$ cat config.mk
export PLATFORM = sky130hd
export DESIGN_NAME = up_dn_cmd_ctrl
export DESIGN_NICKNAME = d
export VERILOG_FILES = /design/src/rtl/up_dn_cmd_pkg.sv /design/src/rtl/up_dn_cmd_ctrl_btn_debounce.sv /design/src/rtl/up_dn_cmd_ctrl.sv
export SDC_FILE = /design/constraint.sdc
export NUM_CORES = 1
export LEC_CHECK = 0
export CORE_MARGIN = 3
export CORE_UTILIZATION = 30
export CTS_CLUSTER_SIZE = 28
export DETAILED_ROUTE_END_ITERATION = 8
export SETUP_SLACK_MARGIN = 0.4
export SYNTH_ARGS = -nofsm -noshare
export SYNTH_HDL_FRONTEND = slang
export SYNTH_SLANG_ARGS = --single-unit
$ cat constraint.sdc
create_clock -name CLK -period 5.1 [get_ports CLK]
set_input_delay 0.51 -clock CLK [delete_from_list [all_inputs] [get_ports CLK]]
set_output_delay 0.51 -clock CLK [all_outputs]
set_load 0.1 [all_outputs]
$ cat src/rtl/up_dn_cmd_pkg.sv
// Shared types and helpers for the up/down counter command front-end.
package up_dn_cmd_pkg;

    typedef enum logic [1:0] {
        IDLE,
        HOLD_DLY,
        HOLD_RPT
    } state_t;

    typedef enum logic {
        DIR_UP,
        DIR_DN
    } dir_t;

    localparam int RPT_DELAY_DEF = 16;
    localparam int RPT_RATE_DEF  = 4;

    // Wide enough to hold the larger of the two reload values.
    function automatic int tmr_width(input int dly, input int rate);
        int m;
        m = (dly > rate) ? dly : rate;
        return (m < 2) ? 1 : $clog2(m);
    endfunction

    localparam int TMR_W = tmr_width(RPT_DELAY_DEF, RPT_RATE_DEF);

endpackage

$ cat src/rtl/up_dn_cmd_ctrl_btn_debounce.sv
// Two-flop synchroniser plus stability counter for one push-button.
// Emits the debounced level and a one-cycle strobe on each accepted press.
module btn_debounce #(
    parameter int DB_CYCLES = 4
) (
    input  logic clk,
    input  logic rst,
    input  logic raw,
    output logic level,
    output logic rise
);

    localparam int CW = (DB_CYCLES < 2) ? 1 : $clog2(DB_CYCLES);

    logic [1:0]    sync;
    logic [CW-1:0] cnt;

    always_ff @(posedge clk) begin
        if (rst) begin
            sync  <= '0;
            cnt   <= '0;
            level <= 1'b0;
            rise  <= 1'b0;
        end else begin
            sync <= {sync[0], raw};
            rise <= 1'b0;
            if (sync[1] == level) begin
                cnt <= '0;
            end else if (cnt == CW'(DB_CYCLES - 1)) begin
                // This sample is the DB_CYCLES-th consecutive disagreement.
                level <= sync[1];
                rise  <= sync[1];
                cnt   <= '0;
            end else begin
                cnt <= cnt + CW'(1);
            end
        end
    end

endmodule

$ cat src/rtl/up_dn_cmd_ctrl.sv
// Button front-end for the 5-bit up/down counter: debounce, press pulses,
// load capture and hold-to-repeat with High/Low limit inhibit.
module up_dn_cmd_ctrl
    import up_dn_cmd_pkg::*;
#(
    parameter int WIDTH     = 5,
    parameter int DB_CYCLES = 4,
    parameter int RPT_DELAY = RPT_DELAY_DEF,
    parameter int RPT_RATE  = RPT_RATE_DEF
) (
    input  logic             CLK,
    input  logic             RST,
    input  logic             Up_Btn,
    input  logic             Dn_Btn,
    input  logic             Ld_Btn,
    input  logic [WIDTH-1:0] Sw,
    input  logic             High,
    input  logic             Low,
    output logic             Up,
    output logic             Down,
    output logic             Load,
    output logic [WIDTH-1:0] IN
);

    localparam int TW = tmr_width(RPT_DELAY, RPT_RATE);
    localparam logic [TW-1:0] DLY_LD  = TW'(RPT_DELAY - 1);
    localparam logic [TW-1:0] RATE_LD = TW'(RPT_RATE - 1);

    logic up_lvl, up_rise;
    logic dn_lvl, dn_rise;
    logic ld_lvl_unused, ld_rise;

    logic [WIDTH-1:0] sw_meta, sw_sync;

    state_t        state, state_n;
    dir_t          dir, dir_n;
    logic [TW-1:0] tmr, tmr_n;

    logic             up_n, dn_n, ld_n;
    logic [WIDTH-1:0] in_n;
    logic             held, inhibit, expired, rpt;

    btn_debounce #(.DB_CYCLES(DB_CYCLES)) u_up (
        .clk   (CLK),
        .rst   (RST),
        .raw   (Up_Btn),
        .level (up_lvl),
        .rise  (up_rise)
    );

    btn_debounce #(.DB_CYCLES(DB_CYCLES)) u_dn (
        .clk   (CLK),
        .rst   (RST),
        .raw   (Dn_Btn),
        .level (dn_lvl),
        .rise  (dn_rise)
    );

    btn_debounce #(.DB_CYCLES(DB_CYCLES)) u_ld (
        .clk   (CLK),
        .rst   (RST),
        .raw   (Ld_Btn),
        .level (ld_lvl_unused),
        .rise  (ld_rise)
    );

    always_comb begin
        state_n = state;
        dir_n   = dir;
        tmr_n   = tmr;
        up_n    = 1'b0;
        dn_n    = 1'b0;
        ld_n    = 1'b0;
        in_n    = IN;
        rpt     = 1'b0;
        held    = (dir == DIR_UP) ? up_lvl : dn_lvl;
        inhibit = (dir == DIR_UP) ? High : Low;
        expired = (tmr == '0);

        // Same priority as the counter: a losing press is simply dropped.
        priority case (1'b1)
            ld_rise: begin
                ld_n    = 1'b1;
                in_n    = sw_sync;
                state_n = IDLE;
                tmr_n   = '0;
            end
            dn_rise: begin
                dn_n    = 1'b1;
                dir_n   = DIR_DN;
                tmr_n   = DLY_LD;
                state_n = HOLD_DLY;
            end
            up_rise: begin
                up_n    = 1'b1;
                dir_n   = DIR_UP;
                tmr_n   = DLY_LD;
                state_n = HOLD_DLY;
            end
            default: begin
                case (state)
                    IDLE: ;
                    HOLD_DLY, HOLD_RPT: begin
                        if (!held) begin
                            state_n = IDLE;
                            tmr_n   = '0;
                        end else if (expired) begin
                            // Inhibited expiries keep the cadence but stay put.
                            tmr_n = RATE_LD;
                            if (!inhibit) begin
                                rpt     = 1'b1;
                                state_n = HOLD_RPT;
                            end
                        end else begin
                            tmr_n = tmr - TW'(1);
                        end
                    end
                    default: state_n = IDLE;
                endcase
            end
        endcase

        if (rpt) begin
            up_n = (dir == DIR_UP);
            dn_n = (dir == DIR_DN);
        end
    end

    always_ff @(posedge CLK) begin
        if (RST) begin
            sw_meta <= '0;
            sw_sync <= '0;
            state   <= IDLE;
            dir     <= DIR_UP;
            tmr     <= '0;
            Up      <= 1'b0;
            Down    <= 1'b0;
            Load    <= 1'b0;
            IN      <= '0;
        end else begin
            sw_meta <= Sw;
            sw_sync <= sw_meta;
            state   <= state_n;
            dir     <= dir_n;
            tmr     <= tmr_n;
            Up      <= up_n;
            Down    <= dn_n;
            Load    <= ld_n;
            IN      <= in_n;
        end
    end

endmodule
==> results of run 1 <==
[registers in the layout, summed over array words and instances, names as in the netlist, 4 cells and up]
register and flops:
IN 5, sw_meta 5, sw_sync 5, tmr 4
[through the flow]
step / setup slack (ps) / power, mW
5_1_grt: 2758 / 0.5968
2_1_floorplan: 3339 / 0.3625
3_3_place_gp: 2757 / 0.3720
4_1_cts: 2802 / 0.5795
6_report: 2826 / 0.5704
3_5_place_dp: 2709 / 0.3729
[cells by family (layout without fill, tap and decap cells)]
kind of cell,after synthesis,after routing
multiplexers,9,9
AND/OR/NAND/NOR,57,57
buffers and inverters,14,36
adder cells (fa/ha/maj),6,6
XOR/XNOR,4,4
AO/OA/AOI/OAI,16,16
flip-flops,43,43
[worst min path at each step]
stage / start / end / slack [ps] / cells after the start
floorplan: u_dn.cnt[0] / u_dn.cnt[0] / 400 / 1
global placement: u_dn.cnt[0] / u_dn.cnt[0] / 410 / 1
detailed placement: u_dn.cnt[0] / u_dn.cnt[0] / 420 / 1
CTS: u_dn.cnt[0] / u_dn.cnt[0] / 430 / 1
global route: u_up.cnt[0] / u_up.cnt[0] / 450 / 1
finish: u_dn.cnt[0] / u_dn.cnt[0] / 420 / 1
[synthesized netlist by cell type (3+ instances only)]
cell       n  share of area, %
mux2i_1    9               5.8
nor2_1    19               4.6
or3_1      3               1.2
inv_1      9               2.2
nor4bb_1   3               1.9
o21ai_0    5               1.6
xnor2_1    4               2.3
dfxtp_1   43                55
nand2b_1   3               1.2
ha_1       6               4.8
nor2b_1   20               8.1
clkbuf_1   4              0.97
[routing by layer]
| layer | up-vias | wire length, um |
|---|---|---|
| li1 | 533 | - |
| met1 | 473 | 1110 |
| met2 | 26 | 1154 |
| met3 | 4 | 126 |
| met4 | 0 | 21 |
| met5 | - | 0 |
[cells in the final DEF, fill, tap and decap left out]
master / netlist / layout
ha_1: 6 / 6
dfxtp_1: 43 / 43
a31oi_1: 2 / 2
nor4b_1: 1 / 1
clkdlybuf4s50_1: 0 / 19
nand2_1: 2 / 2
xnor2_1: 4 / 4
a211o_1: 1 / 1
o221a_2: 1 / 1
a21oi_1: 2 / 2
a2111oi_2: 1 / 1
or3_1: 3 / 3
o31a_1: 1 / 1
or2b_1: 2 / 2
nor4bb_1: 3 / 3
or2_2: 1 / 1
o2111a_1: 1 / 1
inv_1: 9 / 9
nand2b_1: 3 / 3
nor2b_1: 20 / 20
o21ai_0: 5 / 5
or3b_4: 1 / 1
clkinv_2: 0 / 1
clkinvlp_4: 0 / 2
nor2_1: 19 / 19
o21a_1: 1 / 1
nor3_1: 2 / 2
mux2i_1: 9 / 9
clkbuf_8: 0 / 5
a211oi_1: 1 / 1
[power groups by stage]
stage,Clock [mW],Combinational [mW],Sequential (mW)
after floorplan,0,0.0110,0.351
after global placement,0,0.0202,0.352
after detailed placement,0,0.0208,0.352
after CTS,0.215,0.0209,0.344
after global routing,0.229,0.0231,0.345
final,0.206,0.0206,0.344
[layout make-up]
class | count | area (sq um)
Tap cell | 67 | 83.83
Fill cell | 461 | 2950
Multi-Input combinational cell | 92 | 640.6
Timing Repair Buffer | 19 | 190.2
Inverter | 9 | 33.78
Clock inverter | 3 | 20.02
Sequential cell | 43 | 860.8
Clock buffer | 5 | 68.82
==> metrics.md, run 1 <==
| Metric | Value |
|---|---|
| Worst Reg-to-Reg Cells | 6 |
| Core Area | 0.004848 sq mm |
| Number of flops mapped to enable cells by yosys | 0 |
| CP required | 4590 ps |
| Detailed Route Iter0 Violations | 33 |
| # rows | 25 |
| Core Util, Final | 39.15% |
| Slew headroom | 27.04% |
| GR Layer Usage met2 | 13.61% |
| Global-route wire length before repair | 4284 um |
| Max cap viols | 0 |
| Routed Antenna Nets | 0 |
| Drt pass-1 iters | 4 |
| Min Clock Period, post-route | 2274 ps |
| XOR/XNOR share of the synthesized area | 2.254% |
| Pwr Density | 300.5 mW/mm^2 |
| Worst IR Drop VDD | 0.1862 mV |
| Maximum root-to-sink buffer count | 2 |
| Static Leak | 0.6743 nW |
| Int Pwr | 449.9 uW |
| Sequential Power Share | 60.3% |
| Reg clk slew, reported paths | 80 ps |
| Clock skew | 6.568 ps |
| R2R Setup Slk | 3230 ps |
| Finished Layout Cells | 238 |
| Starting Density | 32.05% |
| Met1 Resource Use GR | 10.39% |
| Worst path arrival time | 1760 ps |
| Cell Area, Placed | 0.001809 sq mm |
| Placed cell count | 230 |
| Synth Area in Adders | 4.831% |
| Worst skew pair latency | 290 ps |
| Syn avg cell area | 10.43 sq um |
| Switch Pwr | 120.5 uW |
| Seq/Total Area, Yosys | 55.39% |
| CTS Hold Bufs | 0 |
| Drt drc | 0 |
| Post-CTS sizing | 0 |
| Syn-to-layout area delta | 22.14% |
| CP cell instances | clkdlybuf4s50_1 |
| Share of cells above drive strength 1 | 7.018% |
| CP max-delay cell | clkdlybuf4s50_1 |
| Critical path endpoint | IN[1] |
| Setup Buffers After CTS | 0 |
| Synthesized net count | 167 |
| Die ar. | 0.006079 sq mm |
| Clk sinks | 43 |
| Comb pwr share | 3.6% |
| Critical Path End Type | primary output |
| Yosys Warn Count | 0 |
| Post-Syn Instances | 149 |
| Crit path buf inv count | 1 |
| # setup viols final | 0 |
| CTS tree | done |
| Final worst path period share | 44.60% |
| TritonCTS buffer count | 5 |
| Io pins | 20 |
| Max Fclk | 0.4397 GHz |
| Wirelength per Cell | 10.14 um |
| Final hold viol count | 0 |
| Vias per inst | 4.353 |
| Clock H-tree levels | 2 |
| Largest family of logic cells by synthesized area | simple AND/OR/NAND/NOR gates |
| RR Endpoint | state[0] |
| Die W | 77.97 um |
| Post-route cell area | 0.001898 sq mm |
| Port buffer count | 19 |
| RSZ-0062 raised after global routing | false |
| Worst-Margin Slew | 1091 ps |
| Status | finished clean |
| Most used flip-flop cell after synthesis | dfxtp_1 |
| Critical Path Stages | 1 |
| Mux contribution to synthesized area | 5.797% |
| Total gr overflow | 0 |
| Final Net Count | 188 |
| Crit path kind | flip-flop to primary output |
| Root Buffer | clkbuf_8 |
| CP Launch Type | flip-flop |
| Detailed Place HPWL | 1708 um |
| Switch share | 21.12% |
| Largest net degree at the start of global routing | 35 |
| Flops & latches, synth | 43 |
| Family with the most delay on the worst path | buffers and inverters |
| Post-route setup TNS | 0 ps |
| WL final | 2413 um |
| Final slew viol count | 0 |
| Clock share of power | 36.1% |
| Post-synth ARST share | 0% |
| Gr busiest metal | met2 |
| Worst Setup SP | IN[1] |
| Met3 Usage GRT | 4.176% |
| Post-Synth Simple-Gate Area | 20.77% |
| Worst R2R Start | tmr[0] |
| Hold WS | 423.8 ps |
| ANT cells | 0 |
| Hold Path Class | flip-flop to flip-flop |
| Die Y | 77.97 um |
| GPL Wtd Cong | 0.8500 |
| Post-synth cell types | 28 |
| Via Count | 1036 |
| Compound-gate portion of the synthesized area | 7.568% |
| Vias in the first global route | 1022 |
| Initial antenna violation count | 0 |
| Cell Area, Synth | 0.001554 sq mm |
| Total Routing Usage GR | 8.712% |
| CP peak stage delay | 1130 ps |
| Crit path max fanout | 2 |
(Power assumes the default switching activity.)
==> run 2, diff against run 1 <==
Clock period 5.1 ns to 1.9 ns, I/O delays scaled along.
==> metrics.md, run 2 (synthesized netlist as in run 1, its figures left out) <==
| Metric | Value |
|---|---|
| Core Area | 0.004848 sq mm (unchanged) |
| Worst IR Drop VDD | 0.4372 mV (+130%) |
| Static Leak | 0.7389 nW (+9.6%) |
| Share of cells above drive strength 1 | 19.32% (+12 points) |
| Hold Path Class | flip-flop to flip-flop |
| RSZ-0062 raised after global routing | true |
| Post-route cell area | 0.001989 sq mm (+4.8%) |
| Total gr overflow | 0 (unchanged) |
| Largest regs | IN (5), sw_meta (5), sw_sync (5) |
| Worst-Margin Slew | 430.0 ps (-660.9 ps) |
| Crit path kind | flip-flop to flip-flop |
| Drt drc | 0 (unchanged) |
| Io pins | 20 (unchanged) |
| Clk sinks | 43 (unchanged) |
| Final Net Count | 193 (+2.7%) |
| Met1 Resource Use GR | 10.33% (-0.060 points) |
| Wirelength per Cell | 10.56 um (+4.1%) |
| Critical Path End Type | flip-flop |
| Cell Area, Placed | 0.001818 sq mm (+0.48%) |
| Crit path max fanout | 4 (+2) |
| CP required | 2070 ps (-2520 ps) |
| Max cap viols | 0 (unchanged) |
| Total Routing Usage GR | 9.474% (+0.76 points) |
| # rows | 25 (unchanged) |
| Hold Path Sink | u_up.cnt[0] |
| CTS tree | done |
| Port buffer count | 19 (unchanged) |
| Reg clk slew, reported paths | 80 ps (about the same) |
| Largest net degree at the start of global routing | 21 (-40%) |
| Die W | 77.97 um (unchanged) |
| Initial antenna violation count | 0 (unchanged) |
| Global-route wire length before repair | 4491 um (+4.8%) |
| Routed Antenna Nets | 0 (unchanged) |
| RR Endpoint | state[0] |
| Max Fclk | 0.5906 GHz |
| Commonest cells after routing, fill and taps aside | 41 x dfxtp_1, 19 x nor2_1, 19 x nor2b_1 |
| Die ar. | 0.006079 sq mm (unchanged) |
| ANT cells | 0 (unchanged) |
| WL final | 2565 um (+6.3%) |
| Worst skew pair latency | 290 ps (about the same) |
| Pwr Density | 847.8 mW/mm^2 (+180%) |
| WHS Path Cells | 1 (unchanged) |
| GR Layer Usage met2 | 15.58% (+2.0 points) |
| Worst path arrival time | 1870 ps (+110 ps) |
| Worst R2R Start | tmr[1] |
| Final worst path period share | 89.12% |
| Root Buffer | clkbuf_8 |
| GPL Wtd Cong | 0.7476 (-12%) |
| Vias in the first global route | 1060 (+3.7%) |
| Starting Density | 32.05% (unchanged) |
| Min Clock Period, post-route | 1693 ps |
| Syn-to-layout area delta | 28.02% |
| Met3 Usage GRT | 3.480% (-0.70 points) |
| R2R Setup Slk | 210 ps (-3020 ps) |
| Vias per inst | 4.444 (+2.1%) |
| Clock H-tree levels | 2 (unchanged) |
| Detailed Place HPWL | 1811 um (+6.1%) |
| CP Launch Type | flip-flop |
| Gr busiest metal | met2 |
| Post-route setup TNS | 0 ps (unchanged) |
| Clock skew | 2.518 ps (-4.051 ps) |
| Die Y | 77.97 um (unchanged) |
| Via Count | 1080 (+4.2%) |
| Final hold viol count | 0 (unchanged) |
| Maximum root-to-sink buffer count | 2 (unchanged) |
| Detailed Route Iter0 Violations | 25 (-24%) |
| TritonCTS buffer count | 5 (unchanged) |
| Commonest non-fill, non-tap cell in the layout | dfxtp_1 |
| # setup viols final | 0 (unchanged) |
| Status | finished clean |
| Drt pass-1 iters | 4 (unchanged) |
| CTS Hold Bufs | 0 (unchanged) |
| Slew headroom | 71.29% (+44 points) |
| Hold Path Origin | u_up.cnt[0] |
| Worst Reg-to-Reg Cells | 6 (unchanged) |
| Final slew viol count | 0 (unchanged) |
run 2: worst max-delay path: stages, from the launching register on:
cell	delay [ps]
dfxtp_2	340
inv_2	80
ha_4	130
or3b_4	370
a211o_4	310
a2111oi_4	300
a211oi_2	50
run 2: worst max-delay path by stage:
| stage | start | endpoint |
|---|---|---|
| after floorplan | tmr[1] | state[0] |
| after global placement | tmr[1] | state[0] |
| after detailed placement | tmr[1] | state[0] |
| after CTS | tmr[1] | state[0] |
| after global routing | tmr[1] | state[0] |
| final | tmr[1] | state[0] |
run 2: stage by stage:
stage | utilization, % | power [mW] | std cells | hold slack, ps | setup WS, ps
global placement | 37.50 | 1.002 | 232 | 405.4 | 234.9
finish | 41.03 | 1.687 | 243 | 424.8 | 206.8
global route | 41.03 | 1.758 | 243 | 434.4 | 150.6
CTS | 40.44 | 1.718 | 243 | 424.7 | 179.4
detailed placement | 37.50 | 1.005 | 232 | 409.8 | 167.3
floorplan | - | 0.9732 | 149 | 318.2 | 280.5
run 2: timing repair:
item	in CTS	in global routing
pin swaps	2	0
hold endpoints to repair	0	0
setup buffers	3	0
endpoints found under the setup margin	4	7
resized for setup	2	4
run 2: where the power goes:
group | internal [mW] | switching (mW) | total (mW)
registers | 0.918 | 0.00575 | 0.924
logic | 0.0380 | 0.0235 | 0.0614
clock network | 0.391 | 0.310 | 0.702
run 2: layout make-up:
cell class | count | area, sq um
timing repair buffer | 24 | 207.7
multi-input combinational | 92 | 688.2
clock buffer | 5 | 68.82
clock inverter | 3 | 43.79
sequential | 43 | 863.3
tap | 67 | 83.83
inverter | 9 | 33.78
fill | 476 | 2859
run 2: metal layers:
metal  up-vias  share of wire, %
met5         -                 0
met4         0               3.2
met3        10               5.1
met2        26                45
met1       501                46
li1        543                 -
==> run 3, diff against run 2 <==
Settings changed: CORE_UTILIZATION 30 to 48, HOLD_SLACK_MARGIN set to 0.08, PLACE_DENSITY set to 0.74.
==> metrics.md, run 3 (synthesized netlist as in run 1, its figures left out) <==
| Metric | Value |
|---|---|
| Status | finished clean |
| Root Buffer | clkbuf_4 |
| TritonCTS buffer count | 5 (unchanged) |
| Via Count | 1088 (+0.74%) |
| Initial antenna violation count | 0 (unchanged) |
| FILL cells | 276 (-42%) |
| Largest net degree at the start of global routing | 20 (-4.8%) |
| RSZ-0062 raised after global routing | true |
| Die ar. | 0.003956 sq mm (-35%) |
| CP Launch Type | flip-flop |
| Max Fclk | 0.5856 GHz (-0.85%) |
| Worst-Margin Slew | 413.1 ps (-16.97 ps) |
| # rows | 20 (-20%) |
| Met3 wire len | 160 um (+22%) |
| Crit path kind | flip-flop to flip-flop |
| Max cap viols | 0 (unchanged) |
| Maximum root-to-sink buffer count | 2 (unchanged) |
| Total Routing Usage GR | 14.57% (+5.1 points) |
| Clk sinks | 43 (unchanged) |
| CP required | 2140 ps (+70 ps) |
| Die W | 62.90 um (-19%) |
| Reg clk slew, reported paths | 130 ps (+50 ps) |
| Drt pass-1 iters | 4 (unchanged) |
| Final Net Count | 195 (+1.0%) |
| Core Util, Final | 62.72% (+22 points) |
| Max Used Layer | met4 |
| Port buffer count | 19 (unchanged) |
| Wirelength per Cell | 11.64 um (+10%) |
| Met1 WL | 1076 um (-9.4%) |
| WL final | 2584 um (+0.74%) |
| Final hold viol count | 0 (unchanged) |
| Io pins | 20 (unchanged) |
| Vias per inst | 4.901 (+10%) |
| Crit path buf inv count | 1 (unchanged) |
| Worst IR Drop VDD | 0.4842 mV (+11%) |
| Total gr overflow | 0 (unchanged) |
| Post-route setup TNS | 0 ps (unchanged) |
| Critical Path End Type | flip-flop |
| Core Area | 0.003078 sq mm (-37%) |
| Routed Antenna Nets | 0 (unchanged) |
| Starting Density | 50.49% (+18 points) |
| CP cell instances | inv_2, ha_4, or3b_4, a211o_4, a2111oi_4, a211oi_1 |
| Drt drc | 0 (unchanged) |
| Detailed Place HPWL | 1835 um (+1.3%) |
| Final slew viol count | 0 (unchanged) |
| Detailed Route Iter0 Violations | 51 (+100%) |
| CP peak stage delay | 370 ps (about the same) |
| ANT cells | 0 (unchanged) |
| Slew headroom | 72.42% (+1.1 points) |
| Worst path arrival time | 1940 ps (+70 ps) |
| Global-route wire length before repair | 4471 um (-0.45%) |
| Min Clock Period, post-route | 1708 ps (+14.50 ps) |
| Clock skew | 15.43 ps (+12.92 ps) |
| Commonest non-fill, non-tap cell in the layout | dfxtp_1 |
| CTS tree | done |
| Largest regs | IN (5), sw_meta (5), sw_sync (5) |
| Worst skew pair latency | 350 ps (+60 ps) |
| CP max-delay cell | or3b_4 |
| # setup viols final | 0 (unchanged) |
| CTS Hold Bufs | 0 (unchanged) |
| Share of cells above drive strength 1 | 19.66% (+0.34 points) |
| Commonest cells after routing, fill and taps aside | 41 x dfxtp_1, 19 x nor2_1, 19 x nor2b_1 |
| Die Y | 62.90 um (-19%) |
| Family with the most delay on the worst path | compound AO/OA/AOI/OAI gates |
| Pwr Density | 731.6 mW/mm^2 (-14%) |
| Clock H-tree levels | 2 (unchanged) |
| Syn-to-layout area delta | 24.24% |
| Final worst path period share | 89.88% (+0.76 points) |
| Hold Path Class | primary input to flip-flop |
| Vias in the first global route | 1049 (-1.0%) |
| Crit path max fanout | 4 (unchanged) |
| Static Leak | 0.7212 nW (-2.4%) |
| Met2 WL post-DR | 1319 um (+13%) |
| GPL Wtd Cong | 0.7806 (+4.4%) |
==> run 3: worst paths after layout <==
| kind | slack [ps] | from | end | cells past startpoint |
|---|---|---|---|---|
| setup / recovery | 190 | tmr[1] | state[0] | 6 |
| hold / removal | 390 | Sw[0] | sw_meta[0] | 2 |
| setup reg to reg | 190 | tmr[1] | state[0] | 6 |
| hold reg to reg | 420 | u_up.cnt[0] | u_up.cnt[0] | 1 |
==> run 3: cell type report <==
cell class	count	area, sq um	area share (%)
Clock buffer	6	41.29	2.139
Clock inverter	2	12.51	0.6481
Inverter	9	33.78	1.750
Multi-Input combinational cell	92	701.9	36.36
Sequential cell	43	863.3	44.72
Tap cell	44	55.05	2.852
Timing Repair Buffer	26	222.7	11.54
==> run 3: where the power goes <==
| group | leakage (nW) | total [mW] | internal [mW] | switching [mW] |
|---|---|---|---|---|
| Clock | 0.0282 | 0.426 | 0.143 | 0.283 |
| Combinational | 0.342 | 0.0613 | 0.0379 | 0.0234 |
| Sequential | 0.351 | 0.925 | 0.919 | 0.00580 |
| Total | 0.721 | 1.41 | 1.10 | 0.313 |
==> run 3: through the flow <==
step           instance area, sq um  std cells  total power [mW]  hold slack (ps)  worst slack, ps
2_1_floorplan                  1568        149            0.9732            318.2            280.5
3_3_place_gp                   1789        209             1.002            404.4            232.1
3_5_place_dp                   1789        209             1.004            410.6            175.4
4_1_cts                        1889        221             1.430            366.1            202.0
5_1_grt                        1931        222             1.480            362.8            127.2
6_report                       1931        222             1.412            385.1            192.3
==> run 3: worst reg2reg max path, delay by kind of cell (launching register included) <==
kind,cells,cell delay [ps]
adder cells (fa/ha/maj),1,130
flip-flops,1,350
AND/OR/NAND/NOR,1,370
AO/OA/AOI/OAI,3,680
buffers and inverters,1,70
==> run 3: timing repair <==
item | 4_1_cts | 5_1_grt
setup endpoints to repair | 4 | 7
pin swaps | 2 | 2
resized for setup | 4 | 5
endpoints found under the hold margin | 0 | 0
gates cloned | 0 | 0
setup buffers | 4 | 1
==> run 3: routing by layer <==
| layer | GRT usage, % | up-vias |
|---|---|---|
| met5 | 0 | - |
| li1 | - | 550 |
| met1 | 15.24 | 505 |
| met4 | 7.163 | 0 |
| met2 | 24.77 | 29 |
| met3 | 6.295 | 4 |
